===== src/rtl/dispatch_pkg.sv =====
// Shared types and constants for the decode-to-dispatch queue.
// The packet layout is fixed here, so WIDTH/ROB/NUM_RS follow it.
package dispatch_pkg;

  localparam int DQ_WIDTH  = 31;
  localparam int DQ_ROB    = 2;
  localparam int DQ_NUM_RS = 4;
  localparam int DQ_RS_W   = $clog2(DQ_NUM_RS);

  localparam logic [3:0] RESET_ALU_CTRL = 4'b1111;
  localparam logic [2:0] RESET_FUNCT3   = 3'b111;

  typedef struct packed {
    logic [DQ_WIDTH:0]   pc;
    logic [DQ_WIDTH:0]   operand1;
    logic [DQ_WIDTH:0]   operand2;
    logic [DQ_WIDTH:0]   immExt;
    logic [3:0]          ALUControl;
    logic [DQ_RS_W-1:0]  RSstation;
    logic [DQ_ROB:0]     rob1;
    logic [DQ_ROB:0]     rob2;
    logic                busy1;
    logic                busy2;
    logic [DQ_ROB:0]     robInstr;
    logic [4:0]          destReg;
    logic                regWrite;
    logic                isJAL;
    logic                isJALR;
    logic                useImm;
    logic [2:0]          branchFunct3;
    logic [DQ_WIDTH:0]   predictPC;
    logic [1:0]          state;
  } decodePacket_t;

  localparam decodePacket_t BUBBLE_PKT = '{
    ALUControl:   RESET_ALU_CTRL,
    isJAL:        1'b1,
    isJALR:       1'b1,
    branchFunct3: RESET_FUNCT3,
    default:      '0
  };

endpackage


===== src/rtl/dispatch_if.sv =====
// Decode-side and dispatch-side signals of the dispatch queue.
// slave = the queue, master = decode/RS/ROB/CDB environment.
interface dispatch_if #(
  parameter int WIDTH  = dispatch_pkg::DQ_WIDTH,
  parameter int ROB    = dispatch_pkg::DQ_ROB,
  parameter int DEPTH  = 4,
  parameter int NUM_RS = dispatch_pkg::DQ_NUM_RS
);
  import dispatch_pkg::*;

  localparam int CW = $clog2(DEPTH) + 1;

  logic              inValid;
  logic              inReady;
  decodePacket_t     inPacket;
  logic [NUM_RS-1:0] stationFull;
  logic              robFull;
  logic              cdbValid;
  logic [ROB:0]      cdbROB;
  logic [WIDTH:0]    cdbResult;
  logic              outValid;
  logic              outFire;
  decodePacket_t     outPacket;
  logic              headStall;
  logic [CW-1:0]     count;

  modport master (
    output inValid, inPacket, stationFull, robFull,
    output cdbValid, cdbROB, cdbResult,
    input  inReady, outValid, outFire, outPacket,
    input  headStall, count
  );

  modport slave (
    input  inValid, inPacket, stationFull, robFull,
    input  cdbValid, cdbROB, cdbResult,
    output inReady, outValid, outFire, outPacket,
    output headStall, count
  );

endinterface


===== src/rtl/dispatch_queue_cdb_wakeup.sv =====
// Per-packet CDB tag compare: a matching busy operand takes the
// broadcast value and clears its busy flag.
module cdb_wakeup
  import dispatch_pkg::*;
(
  input  decodePacket_t       pkt,
  input  logic                cdbValid,
  input  logic [DQ_ROB:0]     cdbROB,
  input  logic [DQ_WIDTH:0]   cdbResult,
  output decodePacket_t       woken
);

  logic hit1;
  logic hit2;

  assign hit1 = cdbValid & pkt.busy1 & (pkt.rob1 == cdbROB);
  assign hit2 = cdbValid & pkt.busy2 & (pkt.rob2 == cdbROB);

  // replace each waiting operand independently
  always_comb begin
    woken = pkt;
    if (hit1) begin
      woken.operand1 = cdbResult;
      woken.busy1    = 1'b0;
    end
    if (hit2) begin
      woken.operand2 = cdbResult;
      woken.busy2    = 1'b0;
    end
  end

endmodule


===== src/rtl/dispatch_queue.sv =====
// In-order decode/dispatch buffer with CDB snooping,
// per-station dispatch stall and flush-on-redirect.
module dispatch_queue
  import dispatch_pkg::*;
#(
  parameter int WIDTH  = DQ_WIDTH,
  parameter int ROB    = DQ_ROB,
  parameter int DEPTH  = 4,
  parameter int NUM_RS = DQ_NUM_RS
) (
  input logic       clk,
  input logic       globalResetN,
  input logic       flush,
  dispatch_if.slave q
);

  localparam int PW = $clog2(DEPTH);
  localparam int CW = PW + 1;

  decodePacket_t     mem      [DEPTH];
  decodePacket_t     memWoken [DEPTH];
  decodePacket_t     inWoken;
  decodePacket_t     headWoken;
  logic [PW-1:0]     head;
  logic [PW-1:0]     tail;
  logic [CW-1:0]     cnt;
  logic [ROB:0]      tag;
  logic [WIDTH:0]    result;
  logic [NUM_RS-1:0] stFull;
  logic              empty;
  logic              full;
  logic              valid;
  logic              enq;
  logic              fire;

  assign tag    = q.cdbROB;
  assign result = q.cdbResult;
  assign stFull = q.stationFull;

  for (genvar i = 0; i < DEPTH; i++) begin : g_wake
    cdb_wakeup u_wake (
      .pkt       (mem[i]),
      .cdbValid  (q.cdbValid),
      .cdbROB    (tag),
      .cdbResult (result),
      .woken     (memWoken[i])
    );
  end

  cdb_wakeup u_wake_in (
    .pkt       (q.inPacket),
    .cdbValid  (q.cdbValid),
    .cdbROB    (tag),
    .cdbResult (result),
    .woken     (inWoken)
  );

  cdb_wakeup u_wake_head (
    .pkt       (mem[head]),
    .cdbValid  (q.cdbValid),
    .cdbROB    (tag),
    .cdbResult (result),
    .woken     (headWoken)
  );

  assign empty = (cnt == '0);
  assign full  = (cnt == CW'(DEPTH));
  assign valid = !empty & !flush;
  assign enq   = q.inValid & !full & !flush;

  // empty queue presents the bubble encoding
  always_comb begin
    q.outPacket = BUBBLE_PKT;
    if (!empty) q.outPacket = headWoken;
  end

  assign fire = valid & !q.robFull
              & !stFull[q.outPacket.RSstation];

  assign q.inReady   = !full;
  assign q.outValid  = valid;
  assign q.outFire   = fire;
  assign q.headStall = valid & !fire;
  assign q.count     = cnt;

  // storage: every entry snoops the CDB each cycle
  always_ff @(posedge clk or negedge globalResetN) begin
    if (!globalResetN) begin
      for (int i = 0; i < DEPTH; i++) mem[i] <= '0;
    end else begin
      for (int i = 0; i < DEPTH; i++) mem[i] <= memWoken[i];
      if (enq) mem[tail] <= inWoken;
    end
  end

  // pointers and occupancy
  always_ff @(posedge clk or negedge globalResetN) begin
    if (!globalResetN) begin
      head <= '0;
      tail <= '0;
      cnt  <= '0;
    end else if (flush) begin
      head <= '0;
      tail <= '0;
      cnt  <= '0;
    end else begin
      if (enq)  tail <= tail + 1'b1;
      if (fire) head <= head + 1'b1;
      unique case ({enq, fire})
        2'b10:   cnt <= cnt + 1'b1;
        2'b01:   cnt <= cnt - 1'b1;
        default: cnt <= cnt;
      endcase
    end
  end

endmodule


===== src/flat_wrapper.sv =====
// flat-port wrapper written by rule: the top's interface ports become plain ports
module dispatch_queue_flat import dispatch_pkg::*;
#(
  parameter int WIDTH  = DQ_WIDTH,
  parameter int ROB    = DQ_ROB,
  parameter int DEPTH  = 4,
  parameter int NUM_RS = DQ_NUM_RS
)
  (clk, globalResetN, flush, q_inValid, q_inPacket, q_stationFull, q_robFull, q_cdbValid, q_cdbROB, q_cdbResult, q_inReady, q_outValid, q_outFire, q_outPacket, q_headStall, q_count);
  dispatch_if #(.WIDTH(WIDTH), .ROB(ROB), .DEPTH(DEPTH), .NUM_RS(NUM_RS)) q_i ();
  input logic clk;
  input logic globalResetN;
  input logic flush;
  input wire logic [$bits(q_i.inValid)-1:0] q_inValid;
  input wire logic [$bits(q_i.inPacket)-1:0] q_inPacket;
  input wire logic [$bits(q_i.stationFull)-1:0] q_stationFull;
  input wire logic [$bits(q_i.robFull)-1:0] q_robFull;
  input wire logic [$bits(q_i.cdbValid)-1:0] q_cdbValid;
  input wire logic [$bits(q_i.cdbROB)-1:0] q_cdbROB;
  input wire logic [$bits(q_i.cdbResult)-1:0] q_cdbResult;
  output wire logic [$bits(q_i.inReady)-1:0] q_inReady;
  output wire logic [$bits(q_i.outValid)-1:0] q_outValid;
  output wire logic [$bits(q_i.outFire)-1:0] q_outFire;
  output wire logic [$bits(q_i.outPacket)-1:0] q_outPacket;
  output wire logic [$bits(q_i.headStall)-1:0] q_headStall;
  output wire logic [$bits(q_i.count)-1:0] q_count;
  assign q_i.inValid = q_inValid;
  assign q_i.inPacket = q_inPacket;
  assign q_i.stationFull = q_stationFull;
  assign q_i.robFull = q_robFull;
  assign q_i.cdbValid = q_cdbValid;
  assign q_i.cdbROB = q_cdbROB;
  assign q_i.cdbResult = q_cdbResult;
  assign q_inReady = q_i.inReady;
  assign q_outValid = q_i.outValid;
  assign q_outFire = q_i.outFire;
  assign q_outPacket = q_i.outPacket;
  assign q_headStall = q_i.headStall;
  assign q_count = q_i.count;
  dispatch_queue #(.WIDTH(WIDTH), .ROB(ROB), .DEPTH(DEPTH), .NUM_RS(NUM_RS)) u_core (.clk(clk), .globalResetN(globalResetN), .flush(flush), .q(q_i));
endmodule

===== config.mk =====
export PLATFORM = sky130hd
export DESIGN_NAME = dispatch_queue_flat
export DESIGN_NICKNAME = d
export VERILOG_FILES = /design/src/rtl/dispatch_pkg.sv /design/src/rtl/dispatch_if.sv /design/src/rtl/dispatch_queue_cdb_wakeup.sv /design/src/rtl/dispatch_queue.sv /design/src/flat_wrapper.sv
export SDC_FILE = /design/constraint.sdc
export NUM_CORES = 1
export LEC_CHECK = 0
export BUFFER_PORTS_ARGS = -buffer_cell sky130_fd_sc_hd__clkbuf_2
export CAP_MARGIN = 20
export CORE_MARGIN = 3
export CORE_UTILIZATION = 40
export DETAILED_ROUTE_END_ITERATION = 8
export PLACE_DENSITY = 0.57
export SKIP_CTS_REPAIR_TIMING = 1
export SYNTH_ARGS = -nofsm -noshare
export SYNTH_HDL_FRONTEND = slang
export SYNTH_SLANG_ARGS = --single-unit

===== constraint.sdc =====
create_clock -name clk -period 8.2 [get_ports clk]
set_input_delay 0.41 -clock clk [delete_from_list [all_inputs] [get_ports clk]]
set_output_delay 0.41 -clock clk [all_outputs]
set_load 0.01 [all_outputs]

==> summary.txt <==
Placed design
  • HPWL reported at the end of detailed placement: 71.2 mm
  • DP Worst Slack: between 3 and 4 ns
  • Placed cell areas: around 40000 sq um
  • PortBufs: around 430
  • Gpl congestion: between 0.7 and 0.8

Logic synthesis
  • Mean Syn Cell Area: 9.99 sq um
  • Post-Syn Instances: approximately 3700
  • Most common cell in the netlist: nand2_1
  • Flop and latch count out of synthesis: 771
  • Async SR Flop Fraction: 100%
  • Commonest cells post-synth: 1445 x nand2_1, 771 x dfrtp_1, 266 x o21ai_0
  • Post-Syn Area: 36500 sq um
  • EDFF count, synth: 0
  • Post-synthesis cell type count: 43
  • Synth warnings: 0
  • Yosys top cell area share: between 50% and 60%
  • Area contributors post-synth: dfrtp_1 53%, nand2_1 15%, mux4_2 12%, a22oi_1 5.3%, o21ai_0 3.6%
  • Top FF cell, synth: dfrtp_1
  • Most area-hungry cell type in the Yosys netlist: dfrtp_1
  • Sequential area share after synthesis: a little over half
  • Post-synthesis net count: between 3000 and 4000

Setup path
  • Crit path from: u_core.head[0]
  • WS Path Type: reg -> out
  • Critical path endpoint: q_outPacket[95]
  • Crit-path slowest cell: dfrtp_4
  • Crit path cell chain: buf_4, mux4_2, xor2_1, or4_4, o31ai_1, clkbuf_2
  • Crit path buf inv count: 2
  • R2r worst-path depth: 9
  • CP Launch Type: flip-flop
  • Crit path max-delay family: flip-flops
  • Worst path depth: 6
  • Largest fanout on the critical path: 65
  • Worst Path Arrival: between 4 and 5 ns
  • WP data required: 7.79 ns
  • CP Capture Type: output pin
  • Critical Path Max Stage Delay: ~0.92 ns
  • Worst r2r dst: u_core.q.count[1]
  • Worst reg-to-reg setup slack: about 3.6 ns
  • R2R Path Start: u_core.head[0]

Global routing
  • Initial antenna violation count: 31
  • Vias in the first global route: between 30000 and 40000
  • All-Layer GR Usage: around a quarter
  • Gr busiest metal: met2
  • Largest net degree at the start of global routing: between 150 and 200
  • Global route total overflow: 0
  • GRT met2 Usage: roughly two fifths
  • Grt met3 use: between 5 and 6%
  • Met1 usage: about a third
  • First-pass GRT wire length: between 150 and 200 mm

Clock tree
  • Num CTS Buffers: between 80 and 90
  • Root buf cell: clkbuf_16
  • Clk slew on worst S/H paths: 0.06 ns
  • Skew-Pair Late Insertion Delay: between 0.6 and 0.7 ns
  • Clock sink total: around 770
  • TritonCTS clock tree: built
  • H-tree depth: 3
  • Max clock buf depth: 3

Timing
  • Max-slew headroom: 23.9%
  • Final WS setup: about 3.2 ns
  • Fin crit share: between 60% and 70%
  • RSZ-0062 raised after global routing: false
  • Final Hold Fails: 0
  • Period minus WS final: 4.99 ns
  • Slew @ Worst Pin: 1.14 ns
  • Fin Setup TNS: 0 ns
  • Setup Skew: 0.0305 ns
  • Max Freq: 200 MHz
  • Final Setup Violations: 0
  • Fin Hold WS: between 0.005 and 0.006 ns
  • Slew Limit Fails: 0

Cells and area
  • Fraction of layout cells with a size suffix above 1: a little under a quarter
  • Post-layout util: a little under half
  • Final instance area: approximately 43000 sq um
  • P&R area growth vs syn: 17.4%
  • Final nets: between 4000 and 5000

Routing
  • DR WL/cell: between 20 and 25 um
  • Via count: approximately 29000
  • Final WL: roughly 120 mm
  • Via density: ~5.6
  • # DRC: 0
  • ANT nets after route: 0
  • DRT iter0 DRCs: ~2700
  • TritonRoute pass-1 iters: 6

Power
  • Comb pwr share: roughly 25%
  • Pint: just over 0.009 W
  • Lkg Pwr: ~21 nW
  • Worst IR Drop VDD: 185 uV
  • Reg power frac: roughly 45%
  • Clock power share: 30.7%
  • NetSw: around 0.004 W
  • Sw Ratio: 31.2%
  • Power per cell area: ~300 nW/um^2

Floorplan
  • Die area: around 95000 sq um
  • Rows: 110
  • Width of the die: a little over 300 um
  • I/O pin cnt: approximately 430
  • Die height: ~310 um
  • Initial Utilization: just over 40%
  • Core area: between 90000 and 100000 sq um

Flow run
  • Max-cap check violation count: 0

Worst hold path
  • Hold WC Path Type: in -> reg

Outcome
  • Status: finished, final reports clean
-- cell type report --
class / count / area, sq um
Fill cell: 8456 / 47400
Clock inverter: 32 / 480
Timing Repair Buffer: 505 / 2780
Multi-Input combinational cell: 2576 / 16200
Antenna cell: 18 / 45.0
Tap cell: 1176 / 1470
Clock buffer: 121 / 2490
Sequential cell: 771 / 19300
Inverter: 35 / 131
-- power by group through the flow --
stage | combinational [W] | clock (W) | sequential (W)
final | 0.00326 | 0.00406 | 0.00590
after global routing | 0.00368 | 0.00432 | 0.00605
after CTS | 0.00329 | 0.00415 | 0.00588
after detailed placement | 0.00328 | 0 | 0.00593
after global placement | 0.00320 | 0 | 0.00590
after floorplan | 0.00233 | 0 | 0.00569
-- cell usage in the layout (no fill, tap or decap), types with 8 or more instances in the layout --
master	count
a22oi_1	256
and2_1	117
buf_4	57
bufinv_16	8
clkbuf_1	15
clkbuf_16	87
clkbuf_2	432
clkbuf_8	19
clkinv_2	14
dfrtp_1	769
diode_2	18
dlygate4sd3_1	13
inv_1	35
mux2_2	25
mux2i_4	8
mux4_2	191
nand2_1	1445
nand3_1	66
nor2_2	15
nor4_1	10
o21ai_0	266
o31ai_1	45
o31ai_2	19
or2_2	9
xor2_1	36
-- metal layers --
layer  vias to the layer above  routed length (um)
li1                      13200                   -
met1                     15000               51400
met2                      1014               58200
met3                       202                8830
met4                        22                3210
met5                         -                 155
-- tightest hold or removal path: stages --
cell and delay (ns):
clkbuf_2 0.11, nand2_1 0.06, nand2_1 0.04
-- through the flow --
stage / instances / power [W]
2_1_floorplan: 3656 / 0.00801
3_3_place_gp: 5050 / 0.00910
3_5_place_dp: 5050 / 0.00921
4_1_cts: 5203 / 0.0133
5_1_grt: 5227 / 0.0140
6_report: 5234 / 0.0132
-- registers in the layout, indices dropped and copies added, names as in the netlist --
register / flops
u_core.q.count: 3
u_core.head: 2
u_core.mem: 764
u_core.tail: 2
-- cell families (layout without fill, tap and decap cells) --
family	count (synthesis)	in the layout	synth area share, %
xor gates and xnor gates	37	37	0.887
and+or+nand+nor	1710	1710	19.1
other	0	18	0
adders and majority gates	5	5	0.192
muxes	228	228	12.9
buffers and inverters	309	693	3.48
AOI/OAI and AO/OA	596	596	10.7
DFF	771	771	52.8
-- worst min-delay path by stage --
stage                    startpoint         endpoint  slack, ns  depth (start not counted)
finish               q_inPacket[77]  u_core.mem[459]      0.006                          3
detailed placement  u_core.mem[203]  u_core.mem[203]       0.46                          2
floorplan              globalResetN   u_core.head[0]       0.11                          0
CTS                    globalResetN  u_core.mem[288]      -0.16                          1
global placement    u_core.mem[270]  u_core.mem[270]       0.45                          2
global route         q_inPacket[72]  u_core.mem[263]     -0.002                          3
(Power assumes the default switching activity.)
